**src/rtl/wb_port_arbiter.sv**
```systemverilog
`default_nettype none
// ============================================================================
// Module      : wb_port_arbiter
// Description : Shares the register-file write port between the in-order
//               pipeline writeback and a queued long-latency unit. Pipeline
//               writes always win; queued results drain on idle slots, and a
//               starvation counter requests a writeback bubble.
// Revision    : 1.0 - initial release
// ============================================================================
module wb_port_arbiter #(
    parameter int DEPTH    = 4,
    parameter int MAX_WAIT = 8
) (
    input  logic                       clk,
    input  logic                       rst_n,
    input  logic                       i_p_wreg,
    input  logic                       i_p_wfpr,
    input  logic [4:0]                 i_p_rn,
    input  logic [31:0]                i_p_data,
    input  logic                       i_l_valid,
    input  logic                       i_l_fpr,
    input  logic [4:0]                 i_l_rn,
    input  logic [31:0]                i_l_data,
    output logic                       o_l_ready,
    output logic                       o_rf_we,
    output logic                       o_fpr_we,
    output logic [4:0]                 o_wr_rn,
    output logic [31:0]                o_wr_data,
    output logic                       o_wr_src,
    output logic                       o_stall_req,
    output logic [$clog2(DEPTH):0]     o_pend_cnt
);

    localparam int            AW         = $clog2(DEPTH);
    localparam logic [AW:0]   c_DEPTH    = (AW+1)'(DEPTH);
    localparam logic [7:0]    c_MAX_WAIT = 8'(MAX_WAIT);

    // Queue storage (data only; occupancy is tracked by the count register)
    logic              r_fpr_mem  [DEPTH];
    logic [4:0]        r_rn_mem   [DEPTH];
    logic [31:0]       r_data_mem [DEPTH];

    logic [AW-1:0]     r_rd_ptr;
    logic [AW-1:0]     r_wr_ptr;
    logic [AW:0]       r_cnt;
    logic [7:0]        r_wait;

    logic              w_pbusy;
    logic              w_empty;
    logic              w_full;
    logic              w_push;
    logic              w_pop;

    assign w_pbusy = i_p_wreg | i_p_wfpr;
    assign w_empty = (r_cnt == '0);
    assign w_full  = (r_cnt == c_DEPTH);
    // Push readiness looks only at current occupancy, so a same-cycle pop
    // never opens a slot in a full queue.
    assign w_push  = i_l_valid & ~w_full;
    assign w_pop   = ~w_pbusy & ~w_empty;

    assign o_l_ready   = ~w_full;
    assign o_pend_cnt  = r_cnt;
    assign o_stall_req = (r_wait == c_MAX_WAIT);

    // Capture an accepted long-latency result at the write pointer
    always_ff @(posedge clk) begin
        if (w_push) begin
            r_fpr_mem[r_wr_ptr]  <= i_l_fpr;
            r_rn_mem[r_wr_ptr]   <= i_l_rn;
            r_data_mem[r_wr_ptr] <= i_l_data;
        end
    end

    // Circular pointers and occupancy count
    always_ff @(posedge clk or negedge rst_n) begin
        if (!rst_n) begin
            r_rd_ptr <= '0;
            r_wr_ptr <= '0;
            r_cnt    <= '0;
        end else begin
            if (w_push) begin
                r_wr_ptr <= r_wr_ptr + AW'(1);
            end
            if (w_pop) begin
                r_rd_ptr <= r_rd_ptr + AW'(1);
            end
            case ({w_push, w_pop})
                2'b10:   r_cnt <= r_cnt + (AW+1)'(1);
                2'b01:   r_cnt <= r_cnt - (AW+1)'(1);
                default: r_cnt <= r_cnt;
            endcase
        end
    end

    // Starvation counter: counts consecutive cycles a queued head is blocked
    always_ff @(posedge clk or negedge rst_n) begin
        if (!rst_n) begin
            r_wait <= 8'd0;
        end else if (w_empty || w_pop) begin
            r_wait <= 8'd0;
        end else if (w_pbusy && (r_wait != c_MAX_WAIT)) begin
            r_wait <= r_wait + 8'd1;
        end
    end

    // Write-port mux: pipeline first, then queue head, else idle
    always_comb begin
        o_rf_we   = 1'b0;
        o_fpr_we  = 1'b0;
        o_wr_rn   = 5'd0;
        o_wr_data = 32'd0;
        o_wr_src  = 1'b0;
        if (rst_n) begin
            if (w_pbusy) begin
                o_rf_we   = i_p_wreg;
                o_fpr_we  = i_p_wfpr;
                o_wr_rn   = i_p_rn;
                o_wr_data = i_p_data;
            end else if (!w_empty) begin
                o_rf_we   = ~r_fpr_mem[r_rd_ptr];
                o_fpr_we  = r_fpr_mem[r_rd_ptr];
                o_wr_rn   = r_rn_mem[r_rd_ptr];
                o_wr_data = r_data_mem[r_rd_ptr];
                o_wr_src  = 1'b1;
            end
        end
    end

endmodule
`default_nettype wire

```
**config.mk**
```make
export PLATFORM = sky130hd
export DESIGN_NAME = wb_port_arbiter
export DESIGN_NICKNAME = d
export VERILOG_FILES = /design/src/rtl/wb_port_arbiter.sv
export SDC_FILE = /design/constraint.sdc
export NUM_CORES = 1
export LEC_CHECK = 0
export BUFFER_PORTS_ARGS = -buffer_cell sky130_fd_sc_hd__buf_2
export CORE_AREA = 2 2 133 135
export CTS_CLUSTER_SIZE = 10
export DETAILED_ROUTE_END_ITERATION = 7
export DIE_AREA = 0 0 135 137
export GPL_TIMING_DRIVEN = 0
export PLACE_DENSITY = 0.69
export SYNTH_ARGS = -nofsm -noshare
export SYNTH_HDL_FRONTEND = slang
export SYNTH_SLANG_ARGS = --single-unit
```
**constraint.sdc**
```tcl
create_clock -name clk -period 4 [get_ports clk]
set_input_delay 0.2 -clock clk [delete_from_list [all_inputs] [get_ports clk]]
set_output_delay 0.2 -clock clk [all_outputs]
set_load 0.1 [all_outputs]
```
Yosys cells after proc, flatten, opt, wreduce, memory -nomap -nowiden
Memory sizes are Yosys's and may differ from the RTL's.
Index checks and enable logic that the tools add are counted.
- memory bits (writable): 152
- register bits after elaboration: 15
- word-level logic and storage cells: 49
- memories kept: 3
- memory list (memory ; words ; width ; read ports ; clocked after memory_dff ; write ports ; RTL line ; text):
    r_data_mem ; 4 ; 32 ; 1 ; 0 ; 1 ; 41 ; logic [31:0] r_data_mem [DEPTH];
    r_rn_mem ; 4 ; 5 ; 1 ; 0 ; 1 ; 40 ; logic [4:0] r_rn_mem [DEPTH];
    r_fpr_mem ; 4 ; 1 ; 1 ; 0 ; 1 ; 39 ; logic r_fpr_mem [DEPTH];
- eq/ne operators: 5
- bitwise gates (word level): 7
- muxes and demuxes: 20
- add/sub/neg operators: 5
- reduce and logical (&&, ||, !) cells: 5
- operators by type and width (operator ; count):
    $mux 32 ; 3
    $mux 8 ; 2
    $mux 5 ; 3
    $mux 1 ; 11
    $add 8x1->8 const B ; 1
    $eq 8x4->1 const B ; 1
    $ne 8x4->1 const B ; 1
    $pmux 3 s2 ; 1
    $add 2x1->2 const B ; 2
    $not 1->1 ; 4
    $reduce_bool 2->1 ; 2
    $add 3x1->3 const B ; 1
    $eq 3x3->1 const B ; 1
    $logic_not 3->1 ; 1
    $sub 3x1->3 const B ; 1
    $and 1x1->1 ; 2
    $eq 2x1->1 const B ; 1
    $eq 2x2->1 const B ; 1
    $logic_and 1x1->1 ; 1
    $logic_or 1x1->1 ; 1
    $or 1x1->1 ; 1

Logic depth before layout (Yosys ltp)
Gate-level depths: netlist of the first run.
- depth in word-level cells: 5
- gate-level depth with buffers: 8
- mapped depth without buffers: 8

Worst setup path before layout of the first run
Ideal clock, no wire load.
- path kind: flip-flop to output port
- start: register r_cnt[0] (netlist: o_pend_cnt[0])
- end: output o_wr_data[25]
- arrival: 2.768 ns
- setup slack: 1.032 ns
- stages on the path, launching flop included: 6
- cell sequence: dfrtp_1 -> or3_4 -> nand3_2 -> inv_2 -> buf_2 -> a22o_1
- longest elaborated chain between the ends: 4
- RTL lines (what ; RTL line ; text):
    start: declaration ; 45 ; logic [AW:0] r_cnt;
    start signal: assignment ; 89 ; 2'b10: r_cnt <= r_cnt + (AW+1)'(1);
    start signal: assignment ; 90 ; 2'b01: r_cnt <= r_cnt - (AW+1)'(1);
    start signal: assignment ; 91 ; default: r_cnt <= r_cnt;
    $logic_not 3->1 ; 55 ; assign w_empty = (r_cnt == '0);
    $mux 32 ; 120 ; end else if (!w_empty) begin
    $mux 32 ; 115 ; if (w_pbusy) begin
    $mux 32 ; 114 ; if (rst_n) begin
    end: declaration ; 28 ; output logic [31:0] o_wr_data,
No other way between the ends.

Worst setup path in the final report of the first run
- start: input rst_n
- end: output o_wr_data[6]
- longest elaborated chain between the ends: 1
- RTL lines (what ; RTL line ; text):
    start: declaration ; 15 ; input logic rst_n,
    $mux 32 ; 114 ;
No other way between the ends.

==> results of run 1 <==
worst max-delay path by stage:
stage / depth (start not counted) / end / from
2_1_floorplan: 5 / o_wr_data[25] / o_pend_cnt[0]
3_3_place_gp: 2 / r_data_mem[2][16] / o_pend_cnt[2]
3_5_place_dp: 6 / o_wr_data[5] / rst_n
4_1_cts: 7 / o_wr_data[5] / rst_n
5_1_grt: 7 / o_wr_data[17] / rst_n
6_report: 7 / o_wr_data[6] / rst_n
final cells by class:
| type | count | area (sq um) |
|---|---|---|
| clock inverter | 14 | 126 |
| buffer | 17 | 119 |
| multi-input combinational | 141 | 1670 |
| fill | 1411 | 8370 |
| sequential | 167 | 4940 |
| timing repair buffer | 167 | 1090 |
| tap | 225 | 282 |
| inverter | 7 | 26.3 |
| clock buffer | 17 | 425 |
what timing repair did:
action                                  CTS  global route
hold buffers                             39             0
endpoints found under the setup margin    0             0
endpoints found under the hold margin   167             0
cell usage in the layout, fill, tap and decap left out, drive strengths merged, types with 2 or more instances in the layout:
master | synthesis | layout
edfxtp | 152 | 152
buf | 14 | 142
dlygate4sd3 | 0 | 39
mux4 | 38 | 38
a22o | 38 | 38
clkbuf | 3 | 20
dfrtp | 15 | 15
inv | 7 | 11
ha | 7 | 7
o21ai | 7 | 7
nand3 | 6 | 6
clkinv | 0 | 6
nor2 | 5 | 5
xnor2 | 5 | 5
a21oi | 5 | 5
and3 | 4 | 4
or3 | 4 | 4
xor2 | 3 | 3
clkinvlp | 0 | 3
nor2b | 2 | 2
nand2 | 2 | 2
nor3 | 2 | 2
and2 | 2 | 2
or3b | 2 | 2
mux2 | 2 | 2
logic make-up (layout without fill, tap and decap cells):
kind of cell / count (synthesis) / in the layout / share of synthesized area
fa+ha+maj: 8 / 8 / 0.0159
flops: 167 / 167 / 0.731
buf+inv: 24 / 222 / 0.0215
compound gates: 51 / 51 / 0.0593
mux: 40 / 40 / 0.130
xor+xnor: 8 / 8 / 0.0104
simple gates: 34 / 34 / 0.0315
flip-flops by register name, summed over array words and instances (netlist names):
signal	cells
r_fpr_mem	4
o_pend_cnt	3
r_rn_mem	20
r_wr_ptr	2
r_rd_ptr	2
r_wait	8
r_data_mem	128
metal layers:
metal,part of all wire,up-vias,wire [um],GRT usage
met5,0,-,0,0
met1,0.42,1930,6100,0.200
met4,0.016,0,240,0.0619
met2,0.52,122,7560,0.288
met3,0.046,18,670,0.0370
li1,-,1754,-,-
stage by stage:
| stage | utilization | std cells | power, mW | instance area (sq um) |
|---|---|---|---|---|
| 2_1_floorplan | - | 332 | 4.03 | 6750 |
| 3_3_place_gp | 0.449 | 681 | 4.47 | 7660 |
| 3_5_place_dp | 0.454 | 685 | 4.56 | 7740 |
| 4_1_cts | 0.509 | 755 | 6.12 | 8680 |
| 5_1_grt | 0.509 | 755 | 6.32 | 8680 |
| 6_report | 0.509 | 755 | 6.04 | 8680 |
worst register-to-register path, stage by stage, from the launching register on:
cell	delay, ns
dfrtp_1	0.45
or3_4	0.42
and2_1	0.21
ha_1	0.23
fa_1	0.39
xnor2_1	0.13
nor2_1	0.11
xor2_1	0.15
power by group:
part / switching (mW) / internal [mW] / total, mW
Sequential: 0.116 / 2.30 / 2.42
Combinational: 1.33 / 0.770 / 2.10
Clock: 0.667 / 0.856 / 1.52
==> impl_metrics.toml, run 1 <==
[sta]
timing.final.ws_setup_ns = 1.03
final_max_slew_viol_count = 0
clock-skew-final_ns = 0.00939
holdWs_ns = 0.152
fin_tns_setup_ns = 0
timing.final.crit_period_ns = 2.97
hold_violations = 0
setup_viol = 0
rsz0062_at_grt = "no"
timing.final.crit_share = 0.743
clock.fmax_mhz = 336
worst_pin_slew_ns = 0.732
slew_headroom = 0.512

[global_route]
grt_pass1_wl_um = 21900
overflow = 0
grt_pass1_vias = 4051
antenna_found_initial = 0
grt_max_degree = 24
grt.total_usage = 0.164

[floorplanning]
die_area_sq_mm = 0.0185
die_y_um = 137
io_pins = 125
core_sq_mm = 0.0171
rows = 48
die-width_um = 135
start_util = 0.396

[min_path]
hp-start = "i_l_valid"
hold_end = "r_wr_ptr[0]"
holdCritPathClass = "in2reg"
whs_path_depth = 3

[synth]
syn_area_sq_mm = 0.00675
ys_types = 39
synth_area_leaders = "edfxtp_1, mux4_2, dfrtp_1"
avgSynthCellArea_sq_um = 20.3
ys_async_sr_fraction = 0.0898
yosysTopAreaCellShare = 0.676
yosysWarnings = 0
synth_most_common_cell = "edfxtp_1"
ys_seq_elements = 167
syn_inst = 332
yosysSeqAreaShare = 0.731
synth-main-ff-cell = "edfxtp_1"
synth-edff-count = 152
synth_fp_nets = 420
synth_common_cells = "edfxtp_1, a22o_1, mux4_2"
synth_largest_area_cell = "edfxtp_1"

[clock_tree]
h-tree-depth = 4
clock_latency_ns = 0.43
clockBufferDepth = 2
cts_made_buffers = 17
cts-root-buf = "clkbuf_16"
cts_resized = 0
cts_sinks = 167
cts_tree = "done"
clkTransAtPathRegs_ns = 0.06
postCtsSetupBuffers = 0

[setup_path]
cp_slowest_cell = "dlygate4sd3_1"
crit_arrival_ns = 2.77
reg2reg_to = "o_pend_cnt[2]"
worstPathBufferInverterCount = 5
rr_startpoint = "o_pend_cnt[0]"
crit_fanout = 19
required_ns = 3.80
rrSetupSlack_ns = 1.83
worstSetupPathType = "in2out"
worstPathCellList = "dlygate4sd3_1 -> buf_2 -> nor2b_1 -> buf_2 -> buf_1 -> a22o_1 -> buf_2"
slowest_delay_ns = 0.56
reg2reg_depth = 7
cp_top_family = "buffers and inverters"
startpoint_type = "input port"
cp_common_cell = "buf_2"
end_kind = "output port"

[route]
final_antenna_net_count = 0
drtPass1Iterations = 4
viasPerCell = 5.06
first_iter_violations = 158
drc = 0
drt_wl_total_um = 14600
vias = 3824
wl_per_cell_um = 19.3

[run_status]
status = "completed"

[placed_design]
gp_congestion = 0.769
dp_slack_ns = 1.58
dp_hpwl_um = 9420
place.port_buffers = 124

[power_and_ir_drop]
leakage_nw = 3.22
ir_drop_mv = 0.341
power.density_mw_per_mm2 = 695

[cells_and_area]
nets = 606
areaGrowthSynthToFinish_pct = 28.6
drive_gt1_frac = 0.411
diodes = 0

[run]
max_cap_violations = 0
(Power assumes the default switching activity.)
==> inputs of run 2 (changes only) <==
- PLACE_DENSITY: 0.69 -> 0.71
- clock period: 4 -> 2.7 ns (I/O delays scaled with it)
==> run 2 against run 1 <==
Non-clock buffer count decreased by 5. Critical path type is now reg2out. Setup slack got worse by 0.81 ns. Sequential share of layout area increased by 0.27 points. Combinational power increased by 44%. Total power increased by 50%. Critical endpoint is now o_wr_data[16].
==> impl_metrics.toml, run 2 (synthesized netlist as in run 1, its figures left out) <==
[power_and_ir_drop]
power.density_mw_per_mm2 = 1050
ir_drop_mv = 0.473
leakage_nw = 3.20

[route]
final_antenna_net_count = 0
wl_per_cell_um = 18.9
vias = 3787
first_iter_violations = 166
drtPass1Iterations = 4
drt_wl_total_um = 14200
viasPerCell = 5.04
drc = 0

[setup_path]
cp_slowest_cell = "dfrtp_2"
end_kind = "output port"
rrSetupSlack_ns = 0.49
worstSetupPathType = "reg2out"
reg2reg_to = "o_pend_cnt[2]"
crit_arrival_ns = 2.35
slowest_delay_ns = 0.44
worstPathCellList = "or3_4 -> nand3_2 -> inv_2 -> buf_6 -> buf_6 -> a22o_1 -> buf_2"
cp.depth = 7
cp-endpoint = "o_wr_data[16]"
cp_top_family = "buffers and inverters"
rr_startpoint = "o_pend_cnt[1]"
reg2reg_depth = 7
startpoint_type = "flop"
timing.critical_path.from = "o_pend_cnt[1]"
cp_common_cell = "buf_6"
worstPathBufferInverterCount = 4
required_ns = 2.57
crit_fanout = 12

[floorplanning]
rows = 48
start_util = 0.396
core_sq_mm = 0.0171
die_y_um = 137
die_area_sq_mm = 0.0185
io_pins = 125
die-width_um = 135

[placed_design]
place.port_buffers = 124
gp_congestion = 0.707
dpl_cell_area_sq_mm = 0.00767
dp_slack_ns = 0.347
dp_hpwl_um = 8550

[cells_and_area]
reg_top3 = "r_data_mem: 128 flops, r_rn_mem: 20 flops, r_wait: 8 flops"
largest_register_ff_count = 128
ff_latch_area_sq_mm = 0.00494
final_common_cell = "edfxtp_1"
drive_gt1_frac = 0.416
multi_input_area_sq_mm = 0.00168
areaGrowthSynthToFinish_pct = 28.0
utilization = 0.507
nets = 601
regMostFlops = "r_data_mem"
fin_area_sq_mm = 0.00865
final_cell_mix = "edfxtp_1, buf_2, dlygate4sd3_1, mux4_2, a22o_1"
fillers = 1433

[clock_tree]
cts_made_buffers = 17
cts_tree = "done"
postCtsSetupBuffers = 0
cts_resized = 0
clock_latency_ns = 0.42
clockBufferDepth = 2
clkTransAtPathRegs_ns = 0.06
cts_sinks = 167
h-tree-depth = 4
cts-root-buf = "clkbuf_16"

[sta]
clock-skew-final_ns = 0.00787
rsz0062_at_grt = "no"
timing.final.crit_period_ns = 2.49
fin_tns_setup_ns = 0
worst_pin_slew_ns = 1.08
slew_headroom = 0.281
hold_violations = 0
timing.final.crit_share = 0.920
final_max_slew_viol_count = 0
clock.fmax_mhz = 402
setup_viol = 0
holdWs_ns = 0.0703
timing.final.ws_setup_ns = 0.215

[run]
max_cap_violations = 0

[run_status]
status = "completed"

[global_route]
antenna_found_initial = 1
grt_max_degree = 39
grt_pass1_wl_um = 21600
grt_pass1_vias = 4000
overflow = 0
grt.total_usage = 0.162

[min_path]
holdCritPathClass = "in2reg"
[run 2: layout make-up]
| cell class | count | area share |
|---|---|---|
| clock buffers | 20 | 0.0505 |
| well taps | 225 | 0.0326 |
| plain buffers | 16 | 0.0133 |
| inverters | 7 | 0.00304 |
| flip-flops and latches | 167 | 0.572 |
| repair buffers | 163 | 0.117 |
| multi-input cells | 141 | 0.194 |
| diodes | 1 | 0.000289 |
| clock inverters | 12 | 0.0178 |
[run 2: timing repair]
item,in CTS,in global routing
hold buffers,39,0
setup endpoints to repair,0,1
hold endpoints to repair,167,0
[run 2: power by group]
group	switching, mW	internal (mW)	leakage [nW]	total (mW)
clock network	0.966	1.45	0.280	2.42
logic	1.95	1.07	1.34	3.02
registers	0.172	3.43	1.58	3.60
[run 2: per-layer routing]
| layer | up-vias | track usage | routed length, um |
|---|---|---|---|
| li1 | 1750 | - | - |
| met1 | 1910 | 0.201 | 6250 |
| met2 | 108 | 0.277 | 7100 |
| met3 | 19 | 0.0341 | 611 |
| met4 | 0 | 0.0689 | 255 |
| met5 | - | 0 | 0 |
[run 2: worst min path at each step]
stage,slack [ns],start,endpoint,cells after the start
2_1_floorplan,-0.16,rst_n,o_pend_cnt[0],0
3_3_place_gp,0.07,rst_n,r_wait[7],1
3_5_place_dp,0.09,rst_n,r_wait[6],1
4_1_cts,0.05,i_l_valid,r_wr_ptr[0],3
5_1_grt,0.09,i_l_valid,r_wr_ptr[0],3
6_report,0.07,i_l_valid,r_wr_ptr[0],3
[run 2: per-stage QoR]
| stage | std cells | power, mW |
|---|---|---|
| floorplan | 332 | 5.97 |
| global placement | 681 | 6.60 |
| detailed placement | 681 | 6.70 |
| CTS | 752 | 9.16 |
| global route | 752 | 9.45 |
| finish | 752 | 9.04 |
[run 2: worst register-to-register path, cell delays in order, from the launching register on]
cell	delay, ns
dfrtp_2	0.44
or3_4	0.42
and2_1	0.20
ha_1	0.22
fa_1	0.39
xnor2_1	0.14
nor2_1	0.13
xor2_1	0.18
==> inputs of run 3 (changes only) <==
- PLACE_DENSITY: 0.71 -> 0.69
- clock period: 2.7 -> 3.04 ns (I/O delays scaled with it)
==> run 3 against run 2 <==
Clock-buffer cell count fell by 3. Highest routed layer unchanged. Final cell count grew 0.40%. First-iteration DRC count decreased by 7.2%. Utilization is 0.22 points higher. Total power fell by 12%. Combinational power fell by 8.6%. Wire length is 2.4% higher. Largest cell class unchanged. Via count up 1.1%. Critical path depth unchanged. Setup slack better by 0.13 ns.
==> impl_metrics.toml, run 3 (synthesized netlist as in run 1, its figures left out) <==
[global_route]
grt_busiest_layer = "met2"
antenna_found_initial = 0
grtUsageMet3 = 0.0370
grt_pass1_wl_um = 21900
met1_usage = 0.200
grt_max_degree = 24
grtUsageMet2 = 0.288
overflow = 0
grt.total_usage = 0.164
grt_pass1_vias = 4051

[cells_and_area]
nets = 606
utilization = 0.509
areaGrowthSynthToFinish_pct = 28.6
largest_register_ff_count = 128
reg_top3 = "r_data_mem: 128 flops, r_rn_mem: 20 flops, r_wait: 8 flops"
diodes = 0
final_common_cell = "edfxtp_1"
regMostFlops = "r_data_mem"
final_cell_mix = "edfxtp_1, buf_2, dlygate4sd3_1, mux4_2, a22o_1"
fillers = 1412
finalNonFillerCells = 755
drive_gt1_frac = 0.415

[sta]
clock.fmax_mhz = 371
timing.final.crit_share = 0.886
rsz0062_at_grt = "no"
final_max_slew_viol_count = 0
slew_headroom = 0.512
clock-skew-final_ns = 0.00939
holdWs_ns = 0.104
timing.final.ws_setup_ns = 0.346
setup_viol = 0
fin_tns_setup_ns = 0
hold_violations = 0
timing.final.crit_period_ns = 2.69
worst_pin_slew_ns = 0.732

[route]
drt_wl_total_um = 14600
final_antenna_net_count = 0
viasPerCell = 5.07
vias = 3828
drc = 0
drtPass1Iterations = 4
wl_per_cell_um = 19.3
first_iter_violations = 154

[placed_design]
dp_hpwl_um = 9420
place_inst = 685
dp_slack_ns = 0.711
gp_congestion = 0.769
place.port_buffers = 124

[floorplanning]
die-width_um = 135
die_area_sq_mm = 0.0185
start_util = 0.396
io_pins = 125
rows = 48
core_sq_mm = 0.0171
die_y_um = 137

[clock_tree]
h-tree-depth = 4
postCtsSetupBuffers = 0
clkTransAtPathRegs_ns = 0.06
cts_sinks = 167
cts-root-buf = "clkbuf_16"
clockBufferDepth = 2
cts_tree = "done"
cts_made_buffers = 17
clock_latency_ns = 0.43

[run_status]
status = "completed"

[setup_path]
startpoint_type = "input port"
crit_arrival_ns = 2.54
crit_fanout = 19
end_kind = "output port"
worstSetupPathType = "in2out"
required_ns = 2.89

[run]
max_cap_violations = 0

[power_and_ir_drop]
ir_drop_mv = 0.449
power.density_mw_per_mm2 = 915
leakage_nw = 3.23

[min_path]
holdCritPathClass = "in2reg"
## run 3: changes by cell type in the layout (fill, tap and decap cells not counted), sizes merged
cell    previous run  this run
inv                7        11
buf              138       140
bufinv             3         1
diode              1         0
## run 3: stage by stage
step,total power [mW],area [sq um]
after floorplan,5.30,6750
after global placement,5.88,7660
after detailed placement,6.00,7740
after CTS,8.05,8680
after global routing,8.32,8690
final,7.94,8690
## run 3: final cells by class
type                    count  area (sq um)  area share
well taps                 225           282      0.0324
inverters                   7          26.3     0.00303
plain buffers              17           121      0.0140
flip-flops and latches    167          4940       0.569
clock buffers              17           425      0.0490
multi-input cells         141          1670       0.193
repair buffers            167          1090       0.126
clock inverters            14           126      0.0145
## run 3: worst paths after layout
path / startpoint / endpoint / slack (ns) / depth (start not counted)
max: rst_n / o_wr_data[6] / 0.35 / 7
min: i_l_valid / r_wr_ptr[0] / 0.10 / 3
max reg2reg: o_pend_cnt[0] / o_pend_cnt[2] / 0.87 / 7
min reg2reg: o_pend_cnt[2] / o_pend_cnt[2] / 0.52 / 1
max in group asynchronous: rst_n / r_wr_ptr[1] / 2.49 / 2
min in group asynchronous: rst_n / r_wait[7] / 0.25 / 2
## run 3: worst max-delay path: stages
cell and delay [ns]:
dlygate4sd3_1 0.56, buf_2 0.40, nand3_2 0.15, inv_2 0.10, clkbuf_1 0.50, a22o_1 0.24
buf_2 0.43
## run 3: per-layer routing
metal / routed length, um / share of wire / up-vias
li1: - / - / 1754
met1: 6090 / 0.42 / 1932
met2: 7540 / 0.52 / 124
met3: 689 / 0.047 / 18
met4: 240 / 0.016 / 0
met5: 0 / 0 / -
## run 3: what timing repair did
item                       in CTS  in global routing
hold buffers                   39                  0
setup endpoints to repair       0                 19
gates resized for setup         0                  2
hold endpoints to repair      167                  0
## run 3: power breakdown
| group | switching [mW] | leakage, nW | total, mW | internal [mW] |
|---|---|---|---|---|
| clock | 0.877 | 0.262 | 2.00 | 1.13 |
| sequential | 0.152 | 1.58 | 3.18 | 3.03 |
| combinational | 1.75 | 1.38 | 2.76 | 1.01 |
| total | 2.78 | 3.23 | 7.94 | 5.17 |
